**config.mk**
```make
export PLATFORM = sky130hd
export DESIGN_NAME = ps2_key_ctrl_flat
export DESIGN_NICKNAME = d
export VERILOG_FILES = /design/src/rtl/ps2_key_ctrl_if.sv /design/src/rtl/ps2_key_ctrl.sv /design/src/flat_wrapper.sv
export SDC_FILE = /design/constraint.sdc
export NUM_CORES = 1
export LEC_CHECK = 0
export CAP_MARGIN = 20
export CORE_ASPECT_RATIO = 1.75
export CORE_UTILIZATION = 59
export CTS_BUF_LIST = sky130_fd_sc_hd__clkbuf_4
export DETAILED_ROUTE_END_ITERATION = 10
export DONT_BUFFER_PORTS = 1
export GPL_ROUTABILITY_DRIVEN = 1
export HOLD_SLACK_MARGIN = 0.15
export PLACE_DENSITY_LB_ADDON = 0.05
export SLEW_MARGIN = 10
export SYNTH_ARGS = -nofsm -noshare
export SYNTH_HDL_FRONTEND = slang
export SYNTH_SLANG_ARGS = --single-unit
```
**constraint.sdc**
```tcl
create_clock -name clk -period 2.75 [get_ports clk]
set_input_delay 0.55 -clock clk [delete_from_list [all_inputs] [get_ports clk]]
set_output_delay 0.55 -clock clk [all_outputs]
set_load 0.1 [all_outputs]
```
**src/rtl/ps2_key_ctrl_if.sv**
```systemverilog
// Key event port between the PS/2 front-end and the CPU keyboard register.
// The front-end is the master: it presents the FIFO head and the consumer answers with key_ready.
interface ps2_key_ctrl_if;
   logic [7:0] key_code;
   logic       key_ext;
   logic       key_brk;
   logic       key_valid;
   logic       key_ready;

   modport master (
      output key_code,
      output key_ext,
      output key_brk,
      output key_valid,
      input  key_ready
   );

   modport slave (
      input  key_code,
      input  key_ext,
      input  key_brk,
      input  key_valid,
      output key_ready
   );
endinterface

```
**src/rtl/ps2_key_ctrl.sv**
```systemverilog
// PS/2 keyboard front-end.
// The block oversamples the PS/2 lines and frames 11-bit packets. It checks parity and the stop bit.
// It folds E0/F0 prefixes into a single key event and buffers events in a small FWFT FIFO.
module ps2_key_ctrl #(
   parameter int TIMEOUT_CYC = 50000,
   parameter int FIFO_DEPTH  = 4,
   parameter int FIFO_AW     = 2
) (
   input  logic               clk,
   input  logic               rst_n,
   input  logic               ps2_clk,
   input  logic               ps2_data,
   ps2_key_ctrl_if.master     kbd,
   output logic               frame_err,
   output logic               overflow
);

   typedef enum logic [1:0] {
      IDLE   = 2'd0,
      SHIFT  = 2'd1,
      PARITY = 2'd2,
      STOP   = 2'd3
   } state_t;

   localparam int TW = (TIMEOUT_CYC > 2) ? $clog2(TIMEOUT_CYC) : 1;
   localparam logic [TW-1:0]      TMO_LAST = TW'(TIMEOUT_CYC - 1);
   localparam logic [FIFO_AW:0]   FULL_CNT = (FIFO_AW+1)'(FIFO_DEPTH);

   // synchronisers and edge detection
   logic clk_s1, clk_s2, clk_prev;
   logic dat_s1, dat_s2;
   logic fall;

   // framing
   state_t         state, next_state;
   logic [2:0]     bit_cnt;
   logic [7:0]     shift_reg;
   logic           par_bit;
   logic [TW-1:0]  tmo_cnt;
   logic           timeout;
   logic           frame_ok;
   logic           frame_bad;

   // prefix folding
   logic           ext_flag, brk_flag;
   logic           is_e0, is_f0;
   logic           push;

   // event FIFO
   logic [9:0]       mem [FIFO_DEPTH];
   logic [FIFO_AW-1:0] wr_ptr, rd_ptr;
   logic [FIFO_AW:0] count;
   logic             fifo_valid;
   logic             full;
   logic             pop;
   logic             push_ok;
   logic             drop;

   // Two-flop synchronisers on both pad lines plus a history flop on the clock line; idle level is high
   always_ff @(posedge clk or negedge rst_n) begin
      if (!rst_n) begin
         clk_s1   <= 1'b1;
         clk_s2   <= 1'b1;
         clk_prev <= 1'b1;
         dat_s1   <= 1'b1;
         dat_s2   <= 1'b1;
      end else begin
         clk_s1   <= ps2_clk;
         clk_s2   <= clk_s1;
         clk_prev <= clk_s2;
         dat_s1   <= ps2_data;
         dat_s2   <= dat_s1;
      end
   end

   assign fall = clk_prev & ~clk_s2;

   // Stall timer: counts idle cycles between PS/2 falling edges while a frame is open
   always_ff @(posedge clk or negedge rst_n) begin
      if (!rst_n) begin
         tmo_cnt <= '0;
      end else if ((state == IDLE) || fall) begin
         tmo_cnt <= '0;
      end else begin
         tmo_cnt <= tmo_cnt + TW'(1);
      end
   end

   assign timeout = (state != IDLE) && !fall && (tmo_cnt == TMO_LAST);

   // Frame state register
   always_ff @(posedge clk or negedge rst_n) begin
      if (!rst_n) begin
         state <= IDLE;
      end else begin
         state <= next_state;
      end
   end

   // Frame sequencing: advance only on PS/2 falling edges, judge the byte at the stop bit
   always_comb begin
      next_state = state;
      frame_ok   = 1'b0;
      frame_bad  = 1'b0;
      if (timeout) begin
         next_state = IDLE;
      end else if (fall) begin
         case (state)
            IDLE: begin
               if (!dat_s2) next_state = SHIFT;
            end
            SHIFT: begin
               if (bit_cnt == 3'd7) next_state = PARITY;
            end
            PARITY: begin
               next_state = STOP;
            end
            STOP: begin
               next_state = IDLE;
               if (dat_s2 && (^{shift_reg, par_bit})) frame_ok  = 1'b1;
               else                                   frame_bad = 1'b1;
            end
            default: next_state = IDLE;
         endcase
      end
   end

   // Data capture: LSB-first shift of the eight data bits, then the parity bit
   always_ff @(posedge clk or negedge rst_n) begin
      if (!rst_n) begin
         bit_cnt   <= 3'd0;
         shift_reg <= 8'd0;
         par_bit   <= 1'b0;
      end else if (fall && !timeout) begin
         case (state)
            IDLE: begin
               bit_cnt <= 3'd0;
            end
            SHIFT: begin
               shift_reg <= {dat_s2, shift_reg[7:1]};
               bit_cnt   <= bit_cnt + 3'd1;
            end
            PARITY: begin
               par_bit <= dat_s2;
            end
            default: begin
            end
         endcase
      end
   end

   assign is_e0 = frame_ok && (shift_reg == 8'hE0);
   assign is_f0 = frame_ok && (shift_reg == 8'hF0);
   assign push  = frame_ok && !is_e0 && !is_f0;

   // Prefix flags: remember E0/F0 until the real scancode arrives; any error or emitted event clears them
   always_ff @(posedge clk or negedge rst_n) begin
      if (!rst_n) begin
         ext_flag <= 1'b0;
         brk_flag <= 1'b0;
      end else if (timeout || frame_bad || push) begin
         ext_flag <= 1'b0;
         brk_flag <= 1'b0;
      end else if (is_e0) begin
         ext_flag <= 1'b1;
      end else if (is_f0) begin
         brk_flag <= 1'b1;
      end
   end

   assign fifo_valid = (count != '0);
   assign full       = (count == FULL_CNT);
   assign pop        = fifo_valid & kbd.key_ready;
   assign push_ok    = push & (~full | pop);
   assign drop       = push & full & ~pop;

   // FIFO storage; contents only matter while counted as valid, so no reset is needed
   always_ff @(posedge clk) begin
      if (push_ok) begin
         mem[wr_ptr] <= {ext_flag, brk_flag, shift_reg};
      end
   end

   // FIFO pointers and occupancy; a push into a full FIFO is allowed when the head leaves in the same cycle
   always_ff @(posedge clk or negedge rst_n) begin
      if (!rst_n) begin
         wr_ptr <= '0;
         rd_ptr <= '0;
         count  <= '0;
      end else begin
         if (push_ok) wr_ptr <= wr_ptr + FIFO_AW'(1);
         if (pop)     rd_ptr <= rd_ptr + FIFO_AW'(1);
         case ({push_ok, pop})
            2'b10:   count <= count + (FIFO_AW+1)'(1);
            2'b01:   count <= count - (FIFO_AW+1)'(1);
            default: count <= count;
         endcase
      end
   end

   // Status pulses registered so they are clean single-cycle strobes
   always_ff @(posedge clk or negedge rst_n) begin
      if (!rst_n) begin
         frame_err <= 1'b0;
         overflow  <= 1'b0;
      end else begin
         frame_err <= timeout | frame_bad;
         overflow  <= drop;
      end
   end

   // Head presentation: show the oldest event while valid, otherwise drive zeros
   always_comb begin
      kbd.key_valid = fifo_valid;
      kbd.key_code  = 8'd0;
      kbd.key_ext   = 1'b0;
      kbd.key_brk   = 1'b0;
      if (fifo_valid) begin
         kbd.key_code = mem[rd_ptr][7:0];
         kbd.key_brk  = mem[rd_ptr][8];
         kbd.key_ext  = mem[rd_ptr][9];
      end
   end

endmodule

```
**src/flat_wrapper.sv**
```systemverilog
// flat-port wrapper written by rule: the top's interface ports become plain ports
module ps2_key_ctrl_flat 
#(
   parameter int TIMEOUT_CYC = 50000,
   parameter int FIFO_DEPTH  = 4,
   parameter int FIFO_AW     = 2
)
  (clk, rst_n, ps2_clk, ps2_data, frame_err, overflow, kbd_key_code, kbd_key_ext, kbd_key_brk, kbd_key_valid, kbd_key_ready);
  ps2_key_ctrl_if kbd_i ();
  input  logic clk;
  input  logic rst_n;
  input  logic ps2_clk;
  input  logic ps2_data;
  output logic frame_err;
  output logic overflow;
  output wire logic [$bits(kbd_i.key_code)-1:0] kbd_key_code;
  output wire logic [$bits(kbd_i.key_ext)-1:0] kbd_key_ext;
  output wire logic [$bits(kbd_i.key_brk)-1:0] kbd_key_brk;
  output wire logic [$bits(kbd_i.key_valid)-1:0] kbd_key_valid;
  input wire logic [$bits(kbd_i.key_ready)-1:0] kbd_key_ready;
  assign kbd_key_code = kbd_i.key_code;
  assign kbd_key_ext = kbd_i.key_ext;
  assign kbd_key_brk = kbd_i.key_brk;
  assign kbd_key_valid = kbd_i.key_valid;
  assign kbd_i.key_ready = kbd_key_ready;
  ps2_key_ctrl #(.TIMEOUT_CYC(TIMEOUT_CYC), .FIFO_DEPTH(FIFO_DEPTH), .FIFO_AW(FIFO_AW)) u_core (.clk(clk), .rst_n(rst_n), .ps2_clk(ps2_clk), .ps2_data(ps2_data), .kbd(kbd_i), .frame_err(frame_err), .overflow(overflow));
endmodule
```
==> results.sh, run 1 <==
export IMPL_area_growth_pct=14.5
export IMPL_synth_seq_cells=86
export IMPL_status="finished, final reports clean"
export IMPL_final_layout_size_suffix_gt1_share_pct=24.7
export IMPL_clockBufferDepth=2
export IMPL_finalWirelength_mm=6.37
export IMPL_largest_register_ffs=40
export IMPL_gp_congestion=0.751
export IMPL_crit_slowest_cell="or4b_1"
export IMPL_crit_end="u_core.count[2]"
export IMPL_rrSetupSlack_ps=120
export IMPL_synthArstFlopShare_pct=53.5
export IMPL_drt_initial_drc_count=45
export IMPL_grt_ovfl_total=0
export IMPL_initial_utilization_pct=61.5
export IMPL_hold_viol_final=0
export IMPL_ant_nets=0
export IMPL_max_freq_mhz=380
export IMPL_grt_max_degree=47
export IMPL_clock_sink_count=86
export IMPL_slowest_delay_ps=550
export IMPL_relSlewSlack_pct=40.9
export IMPL_power_mw=5.09
export IMPL_r2r_end="u_core.count[2]"
export IMPL_rsz0062_at_grt="no"
export IMPL_vias=2153
export IMPL_cp_end_kind="register"
export IMPL_firstDrtPassIters=4
export IMPL_die_area_sq_um=6880
export IMPL_synth_top_family_by_area="simple AND/OR/NAND/NOR gates"
export IMPL_tns_ps=0
export IMPL_ys_warn_count=0
export IMPL_syn_num_nets=291
export IMPL_port_buffers=0
export IMPL_setup_worst_path_start="u_core.shift_reg[0]"
export IMPL_path_clk_slew_ps=130
export IMPL_stdcell_count=388
export IMPL_critical_path_top_delay_family="simple AND/OR/NAND/NOR gates"
export IMPL_ys_seq_area_share_pct=61.1
export IMPL_timing_final_crit_share_pct=95.6
export IMPL_chipHeight_um=109
export IMPL_final_cell_mix="dfrtp_1 (40), edfxtp_1 (40), nor2_1 (20)"
export IMPL_synth_compound_area_share_pct=4.44
export IMPL_grt_pass1_vias=2222
export IMPL_clk_latency_ps=430
export IMPL_rr_startpoint="u_core.shift_reg[0]"
export IMPL_h_tree_depth=3
export IMPL_tightest_slew_ps=886
export IMPL_wl_per_cell_um=16.4
export IMPL_p_per_area_nw_per_um2=1150
export IMPL_coreArea_sq_um=6280
export IMPL_synth_edf_count=40
export IMPL_num_rows=38
export IMPL_vias_per_cell=5.55
export IMPL_yosys_area_share_adder_pct=4.41
export IMPL_placed_cell_area_sq_um=4230
export IMPL_ff2ff_path_depth=7
export IMPL_grt_pass1_wl_mm=10.4
export IMPL_die_w_um=63.2
export IMPL_fin_crit_ps=2630
export IMPL_path_depth=7
export IMPL_yosys_area_share_simple_pct=13.0
export IMPL_n_antenna_cell=0
export IMPL_postSynthAreaPerCell_sq_um=14.1
export IMPL_cts_setup_buffers=0
export IMPL_synthMuxAreaShare_pct=10.2
export IMPL_synthCells=273
export IMPL_cts_tree="built"
export IMPL_maxSlewViolCount=0
export IMPL_numCtsBuffers=9
export IMPL_cts_root_buf="clkbuf_4"
export IMPL_cp_arrival_ps=2970
export IMPL_dp_cells=369
export IMPL_dpl_hpwl_mm=4.63
export IMPL_setup_viol=0
export IMPL_antenna_found_initial=0
export IMPL_min_path_type="in -> reg"
export IMPL_netlist_area_sq_um=3860
export IMPL_ir_worst_vdd_mv=0.576
export IMPL_startpoint_type="register"
export IMPL_track_usage_pct=21.1
export IMPL_synth_ff_type="dfrtp_1"
export IMPL_crit_type="reg -> reg"
export IMPL_synth_xor_area_share_pct=5.54
export IMPL_synth_cell_types=48
export IMPL_fin_skew_ps=10.1
export IMPL_cp_num_buf_inv=0
export IMPL_stdcell_area_sq_um=4420
export IMPL_fin_nets=322
export IMPL_ios=18
export IMPL_worstPathRequired_ps=3090
export IMPL_drv_cap=0
export IMPL_crit_chain="xor3_1 > a211oi_2 > mux2i_4 > nor2b_2 > fa_1 > or4b_1 > o2111ai_1"
export IMPL_drc=0
export IMPL_cp_max_fo=8
export IMPL_p_leak_nw=1.74
## Yosys cell counts (2+ instances only)
master	count	area, sq um
clkbuf_1	4	15.0
nor3_1	6	30.0
inv_1	7	26.3
nand3b_1	3	22.5
xor2_1	8	70.1
nand4_1	2	12.5
a21oi_1	6	30.0
ha_1	12	150
dfrtp_1	41	1030
and2_1	14	87.6
or2_2	3	18.8
nand2_1	14	52.6
a21boi_0	2	15.0
o21ai_0	7	35.0
or4b_2	2	20.0
mux4_2	10	225
nand2b_1	2	12.5
nand3_1	7	35.0
nand4b_1	2	17.5
or3_1	5	31.3
edfxtp_1	40	1200
buf_1	2	7.51
mux2_2	12	135
xnor2_1	11	96.3
a32o_1	3	30.0
nor2b_1	3	18.8
nor2_1	20	75.1
dfstp_2	5	131
## cell families (layout without fill, tap and decap cells)
group	Yosys count	count (layout)
buffers and inverters	14	49
AO/OA/AOI/OAI	25	25
flip-flops	86	86
multiplexers	24	24
XOR/XNOR	21	21
AND/OR/NAND/NOR	90	90
adder cells (fa/ha/maj)	13	13
## power breakdown
group          total [mW]  internal (mW)  leakage (nW)  switching [mW]
sequential           1.86           1.61         0.950           0.250
clock               0.669          0.277        0.0697           0.393
combinational        2.57           1.09         0.725            1.48
## per-layer routing
metal / vias to the layer above / GRT usage [%] / routed length (um)
met3: 10 / 3.77 / 116
met4: 0 / 12.6 / 164
met2: 25 / 39.4 / 3750
met5: - / 0 / 0
met1: 1062 / 21.3 / 2340
li1: 1056 / - / -
## metrics by stage
stage	utilization [%]	worst slack [ps]	hold WS, ps
after floorplan	-	201	254
after global placement	67.4	222	255
after detailed placement	67.4	154	256
after CTS	70.4	66.3	255
after global routing	70.4	7.19	267
final	70.4	121	286
## worst min-delay path by stage
stage	startpoint	endpoint	slack (ps)	depth (start not counted)
2_1_floorplan	rst_n	u_core.bit_cnt[0]	250	0
3_5_place_dp	rst_n	u_core.tmo_cnt[14]	260	0
3_3_place_gp	rst_n	u_core.tmo_cnt[12]	260	0
4_1_cts	kbd_key_ready	u_core.rd_ptr[1]	260	2
5_1_grt	kbd_key_ready	u_core.rd_ptr[1]	270	2
6_report	kbd_key_ready	u_core.rd_ptr[1]	290	2
## timing repair
| action | 4_1_cts | 5_1_grt |
|---|---|---|
| hold endpoints to repair | 48 | 0 |
| hold buffers | 4 | 0 |
| gates resized for setup | 0 | 2 |
| setup endpoints to repair | 0 | 1 |
## final cells by class
type,instances,area (sq um)
flip-flops and latches,86,2360
fillers,448,1860
multi-input cells,173,1450
repair buffers,27,355
well taps,80,100
clock buffers,10,75.1
clock inverters,5,51.3
inverters,7,26.3
Note: power is estimated with default switching activity, not from simulation.
==> run 2: changes to the inputs <==
- CORE_ASPECT_RATIO: 1.75 -> 1.5
==> run 2 against run 1 <==
Die area is essentially flat. Power is 2.6% higher. Non-clock buffer count increased by 1. Fmax about the same. Critical endpoint unchanged. Critical path type unchanged.
==> results.sh, run 2 (synthesized netlist as in run 1, its figures left out) <==
export IMPL_status="finished, final reports clean"
export IMPL_vias=2231
export IMPL_dpl_hpwl_mm=4.31
export IMPL_min_path_cells=2
export IMPL_worstPathRequired_ps=3080
export IMPL_hold_viol_final=0
export IMPL_n_antenna_cell=0
export IMPL_coreArea_sq_um=6220
export IMPL_cts_tree="built"
export IMPL_ant_nets=0
export IMPL_n_fill_cell=423
export IMPL_maxSlewViolCount=0
export IMPL_rr_startpoint="u_core.shift_reg[3]"
export IMPL_p_per_area_nw_per_um2=1170
export IMPL_grt_ovfl_total=0
export IMPL_met1_usage_pct=25.8
export IMPL_numCtsBuffers=9
export IMPL_final_common_cell="edfxtp_1"
export IMPL_cts_root_buf="clkbuf_4"
export IMPL_clock_sink_count=86
export IMPL_cp_end_kind="register"
export IMPL_r2r_end="u_core.count[2]"
export IMPL_grt_pass1_wl_mm=10.7
export IMPL_grt_util_met2_pct=35.3
export IMPL_drv_cap=0
export IMPL_crit_slowest_cell="or4b_2"
export IMPL_ff2ff_path_depth=7
export IMPL_tightest_slew_ps=882
export IMPL_clk_latency_ps=420
export IMPL_p_leak_nw=1.76
export IMPL_fin_nets=323
export IMPL_firstDrtPassIters=4
export IMPL_relSlewSlack_pct=41.2
export IMPL_initial_utilization_pct=62.1
export IMPL_crit_type="reg -> reg"
export IMPL_whs_endpoint="u_core.rd_ptr[1]"
export IMPL_crit_chain="xnor2_1 > xnor3_2 > mux2i_4 > nor2b_1 > fa_2 > or4b_2 > o2111ai_1"
export IMPL_finalWirelength_mm=6.31
export IMPL_drt_initial_drc_count=95
export IMPL_min_path_type="in -> reg"
export IMPL_num_rows=35
export IMPL_h_tree_depth=3
export IMPL_timing_final_crit_share_pct=95.7
export IMPL_largest_register_ffs=40
export IMPL_fin_util_pct=72.1
export IMPL_drc=0
export IMPL_setup_slack_ps=119
export IMPL_chipHeight_um=101
export IMPL_grt_max_degree=47
export IMPL_die_area_sq_um=6880
export IMPL_grt_busiest_layer="met2"
export IMPL_slowest_delay_ps=590
export IMPL_fin_crit_ps=2630
export IMPL_ir_worst_vdd_mv=0.781
export IMPL_vias_per_cell=5.81
export IMPL_worstHoldStart="kbd_key_ready"
export IMPL_wl_per_cell_um=16.4
export IMPL_startpoint_type="register"
export IMPL_tns_ps=0
export IMPL_rrSetupSlack_ps=120
export IMPL_multi_input_area_sq_um=1450
export IMPL_ios=18
export IMPL_antenna_found_initial=0
export IMPL_final_cell_mix="edfxtp_1 (40), dfrtp_1 (36), nor2_1 (20)"
export IMPL_fin_skew_ps=17.5
export IMPL_cp_arrival_ps=2970
export IMPL_track_usage_pct=21.5
export IMPL_cp_max_fo=6
export IMPL_power_mw=5.23
export IMPL_max_freq_mhz=380
export IMPL_pre_cts_ws_ps=108
export IMPL_final_layout_size_suffix_gt1_share_pct=26.8
export IMPL_gp_congestion=0.804
export IMPL_rsz0062_at_grt="no"
export IMPL_setup_viol=0
export IMPL_gr_usage_met3_pct=4.86
export IMPL_clockBufferDepth=2
export IMPL_regArea_sq_um=2360
export IMPL_path_clk_slew_ps=130
export IMPL_grt_pass1_vias=2253
export IMPL_area_growth_pct=16.1
export IMPL_port_buffers=0
export IMPL_die_w_um=68.1
==> run 2: cell types whose count changed in the layout (fill, tap and decap cells not counted) <==
| cell | previous run | this run |
|---|---|---|
| dfrtp_1 | 40 | 36 |
| dfrtp_2 | 1 | 5 |
| buf_12 | 10 | 12 |
| buf_4 | 13 | 12 |
| bufinv_16 | 1 | 2 |
| clkinv_1 | 1 | 0 |
| clkinv_4 | 0 | 1 |
| fa_1 | 1 | 0 |
| fa_2 | 0 | 1 |
| nor2b_1 | 2 | 3 |
| nor2b_2 | 1 | 0 |
==> run 2: repair_timing <==
action | CTS | global route
endpoints found under the setup margin | 0 | 1
hold buffers | 4 | 0
hold endpoints to repair | 48 | 0
buffers inserted | 0 | 3
resized for setup | 0 | 6
==> run 2: power by group <==
part           total [mW]  internal, mW  leakage (nW)  switching [mW]
clock               0.783         0.378        0.0864           0.405
sequential           1.86          1.61         0.945           0.251
combinational        2.58          1.10         0.732            1.49
total                5.23          3.08          1.76            2.14
==> run 2: final cells by class <==
cell class,count,share of cell area (%)
tap,74,2.06
inverter,7,0.586
timing repair buffer,28,8.65
sequential,86,52.7
clock inverter,6,1.93
multi-input combinational,173,32.4
clock buffer,10,1.67
==> run 2: stage by stage <==
| stage | cell area [sq um] | std cells | hold slack [ps] |
|---|---|---|---|
| after global placement | 4230 | 361 | 257 |
| final | 4480 | 384 | 289 |
| after detailed placement | 4230 | 361 | 257 |
| after CTS | 4450 | 381 | 269 |
| after floorplan | 3860 | 273 | 254 |
| after global routing | 4480 | 384 | 267 |
==> run 2: worst max path at each step <==
stage	slack, ps	cells after the start	end	start
floorplan	200	7	u_core.count[2]	u_core.shift_reg[1]
global placement	150	7	u_core.count[2]	u_core.shift_reg[1]
detailed placement	110	7	u_core.count[2]	u_core.shift_reg[1]
CTS	50	7	u_core.count[2]	u_core.shift_reg[1]
global route	10	7	u_core.count[2]	u_core.shift_reg[2]
finish	120	7	u_core.count[2]	u_core.shift_reg[3]
==> run 2: routing by layer <==
layer  vias up  part of all wire [%]
li1       1059                     -
met1      1122                    42
met2        35                    52
met3        15                   2.7
met4         0                   3.0
met5         -                     0
==> run 2: worst max-delay path, delay by kind of cell (launching register included) <==
kind	cells	cell delay [ps]
adders and majority gates	1	260
DFF	1	470
and+or+nand+nor	2	850
xor gates and xnor gates	2	670
muxes	1	210
AOI/OAI and AO/OA	1	100
==> run 3: changes to the inputs <==
- CELL_PAD_IN_SITES_DETAIL_PLACEMENT: not set -> 0
- CELL_PAD_IN_SITES_GLOBAL_PLACEMENT: not set -> 1
- CORE_UTILIZATION: 59 -> 50
==> run 3 against run 2 <==
Utilization is 11 points lower. Routed wire length up 1.0%. Sequential share of layout area is 0.29 points lower. Power decreased by 1.7%. Critical path type unchanged. Critical path depth unchanged. Critical endpoint unchanged. Largest cell class unchanged. Combinational power about the same. Cell count grew 7.0%. Non-clock buffer count is 1 higher. Final area rose by 0.39%. Largest power group unchanged. Highest routed layer unchanged.
==> results.sh, run 3 (synthesized netlist as in run 1, its figures left out) <==
export IMPL_status="finished, final reports clean"
export IMPL_fin_nets=324
export IMPL_clk_latency_ps=430
export IMPL_coreArea_sq_um=7370
export IMPL_port_buffers=0
export IMPL_final_layout_size_suffix_gt1_share_pct=25.7
export IMPL_setup_viol=0
export IMPL_vias_per_cell=5.37
export IMPL_pre_cts_ws_ps=78.1
export IMPL_drt_initial_drc_count=103
export IMPL_hold_viol_final=0
export IMPL_rrSetupSlack_ps=90
export IMPL_crit_type="reg -> reg"
export IMPL_rr_startpoint="u_core.shift_reg[6]"
export IMPL_p_per_area_nw_per_um2=1140
export IMPL_cts_tree="built"
export IMPL_n_antenna_cell=0
export IMPL_ios=18
export IMPL_crit_slowest_cell="or4b_1"
export IMPL_clock_sink_count=86
export IMPL_grt_max_degree=47
export IMPL_gp_congestion=0.755
export IMPL_r2r_end="u_core.count[2]"
export IMPL_die_area_sq_um=8080
export IMPL_ir_worst_vdd_mv=0.840
export IMPL_crit_chain="xnor2_1 > xnor3_2 > mux2i_4 > nor2b_1 > fa_1 > or4b_1 > o2111ai_1"
export IMPL_crit_end="u_core.count[2]"
export IMPL_placed_cell_area_sq_um=4300
export IMPL_worstPathRequired_ps=3110
export IMPL_tns_ps=0
export IMPL_drv_cap=0
export IMPL_max_freq_mhz=376
export IMPL_drc=0
export IMPL_n_fill_cell=605
export IMPL_initial_utilization_pct=52.4
export IMPL_wl_per_cell_um=15.5
export IMPL_startpoint_type="register"
export IMPL_ff2ff_path_depth=7
export IMPL_antenna_found_initial=0
export IMPL_largest_register_ffs=40
export IMPL_maxSlewViolCount=0
export IMPL_tightest_slew_ps=879
export IMPL_area_growth_pct=16.6
export IMPL_h_tree_depth=3
export IMPL_min_path_cells=2
export IMPL_final_cell_mix="edfxtp_1 (40), dfrtp_1 (39), nor2_1 (20)"
export IMPL_fin_skew_ps=13.5
export IMPL_path_clk_slew_ps=130
export IMPL_chipHeight_um=110
export IMPL_final_common_cell="edfxtp_1"
export IMPL_cp_max_fo=9
export IMPL_track_usage_pct=18.9
export IMPL_setup_worst_path_start="u_core.shift_reg[6]"
export IMPL_firstDrtPassIters=4
export IMPL_slowest_delay_ps=540
export IMPL_timing_final_crit_share_pct=96.8
export IMPL_cts_root_buf="clkbuf_4"
export IMPL_cp_end_kind="register"
export IMPL_stdcell_area_sq_um=4500
export IMPL_worst_hold_slack_ps=287
export IMPL_grt_ovfl_total=0
export IMPL_rsz0062_at_grt="no"
export IMPL_clockBufferDepth=2
export IMPL_ant_nets=0
export IMPL_fin_util_pct=61.1
export IMPL_numCtsBuffers=9
export IMPL_die_w_um=73.8
export IMPL_dpl_hpwl_mm=4.51
export IMPL_p_leak_nw=1.76
export IMPL_finalWirelength_mm=6.38
export IMPL_fin_crit_ps=2660
export IMPL_grt_pass1_vias=2277
export IMPL_grt_pass1_wl_mm=11.0
export IMPL_min_path_type="in -> reg"
export IMPL_relSlewSlack_pct=41.4
export IMPL_setup_slack_ps=87.6
export IMPL_num_rows=38
export IMPL_cp_arrival_ps=3020
export IMPL_vias=2209
## run 3: what timing repair did
item | 4_1_cts | 5_1_grt
resized for setup | 0 | 2
hold buffers | 4 | 0
buffers inserted | 0 | 1
endpoints found under the setup margin | 0 | 1
endpoints found under the hold margin | 48 | 0
## run 3: worst min path at each step
| stage | from | endpoint |
|---|---|---|
| 2_1_floorplan | rst_n | u_core.bit_cnt[0] |
| 3_3_place_gp | rst_n | u_core.bit_cnt[2] |
| 6_report | kbd_key_ready | u_core.rd_ptr[1] |
| 3_5_place_dp | rst_n | u_core.bit_cnt[2] |
| 4_1_cts | kbd_key_ready | u_core.rd_ptr[1] |
| 5_1_grt | kbd_key_ready | u_core.rd_ptr[1] |
## run 3: layout make-up
| type | instances | area (sq um) | share of cell area, % |
|---|---|---|---|
| tap | 100 | 125 | 2.78 |
| sequential | 86 | 2360 | 52.4 |
| clock buffer | 9 | 67.6 | 1.50 |
| multi-input combinational | 173 | 1450 | 32.2 |
| inverter | 7 | 26.3 | 0.584 |
| timing repair buffer | 29 | 408 | 9.06 |
| clock inverter | 7 | 65.1 | 1.45 |
## run 3: where the power goes
part / internal, mW / switching [mW] / leakage, nW / total (mW)
clock: 0.270 / 0.412 / 0.0715 / 0.682
combinational: 1.13 / 1.47 / 0.740 / 2.60
sequential: 1.61 / 0.251 / 0.949 / 1.86
## run 3: per-layer routing
metal | vias up | GRT usage, % | part of all wire [%]
met5 | - | 0 | 0
met4 | 0 | 10.2 | 2.4
met3 | 12 | 3.85 | 1.6
met2 | 28 | 32.1 | 54
met1 | 1104 | 22.1 | 42
li1 | 1065 | - | -
## run 3: worst max-delay path: cells and delay by family, from the launching register on
family / cells / cell delay [ps]
multiplexers: 1 / 210
flip-flops: 1 / 480
AND/OR/NAND/NOR: 2 / 700
adder cells (fa/ha/maj): 1 / 410
AO/OA/AOI/OAI: 1 / 120
XOR/XNOR: 2 / 670
## run 3: stage by stage
stage               power [mW]  cells
floorplan                 3.66    273
global placement          4.41    390
detailed placement        4.44    390
CTS                       5.16    410
global route              5.43    411
finish                    5.14    411
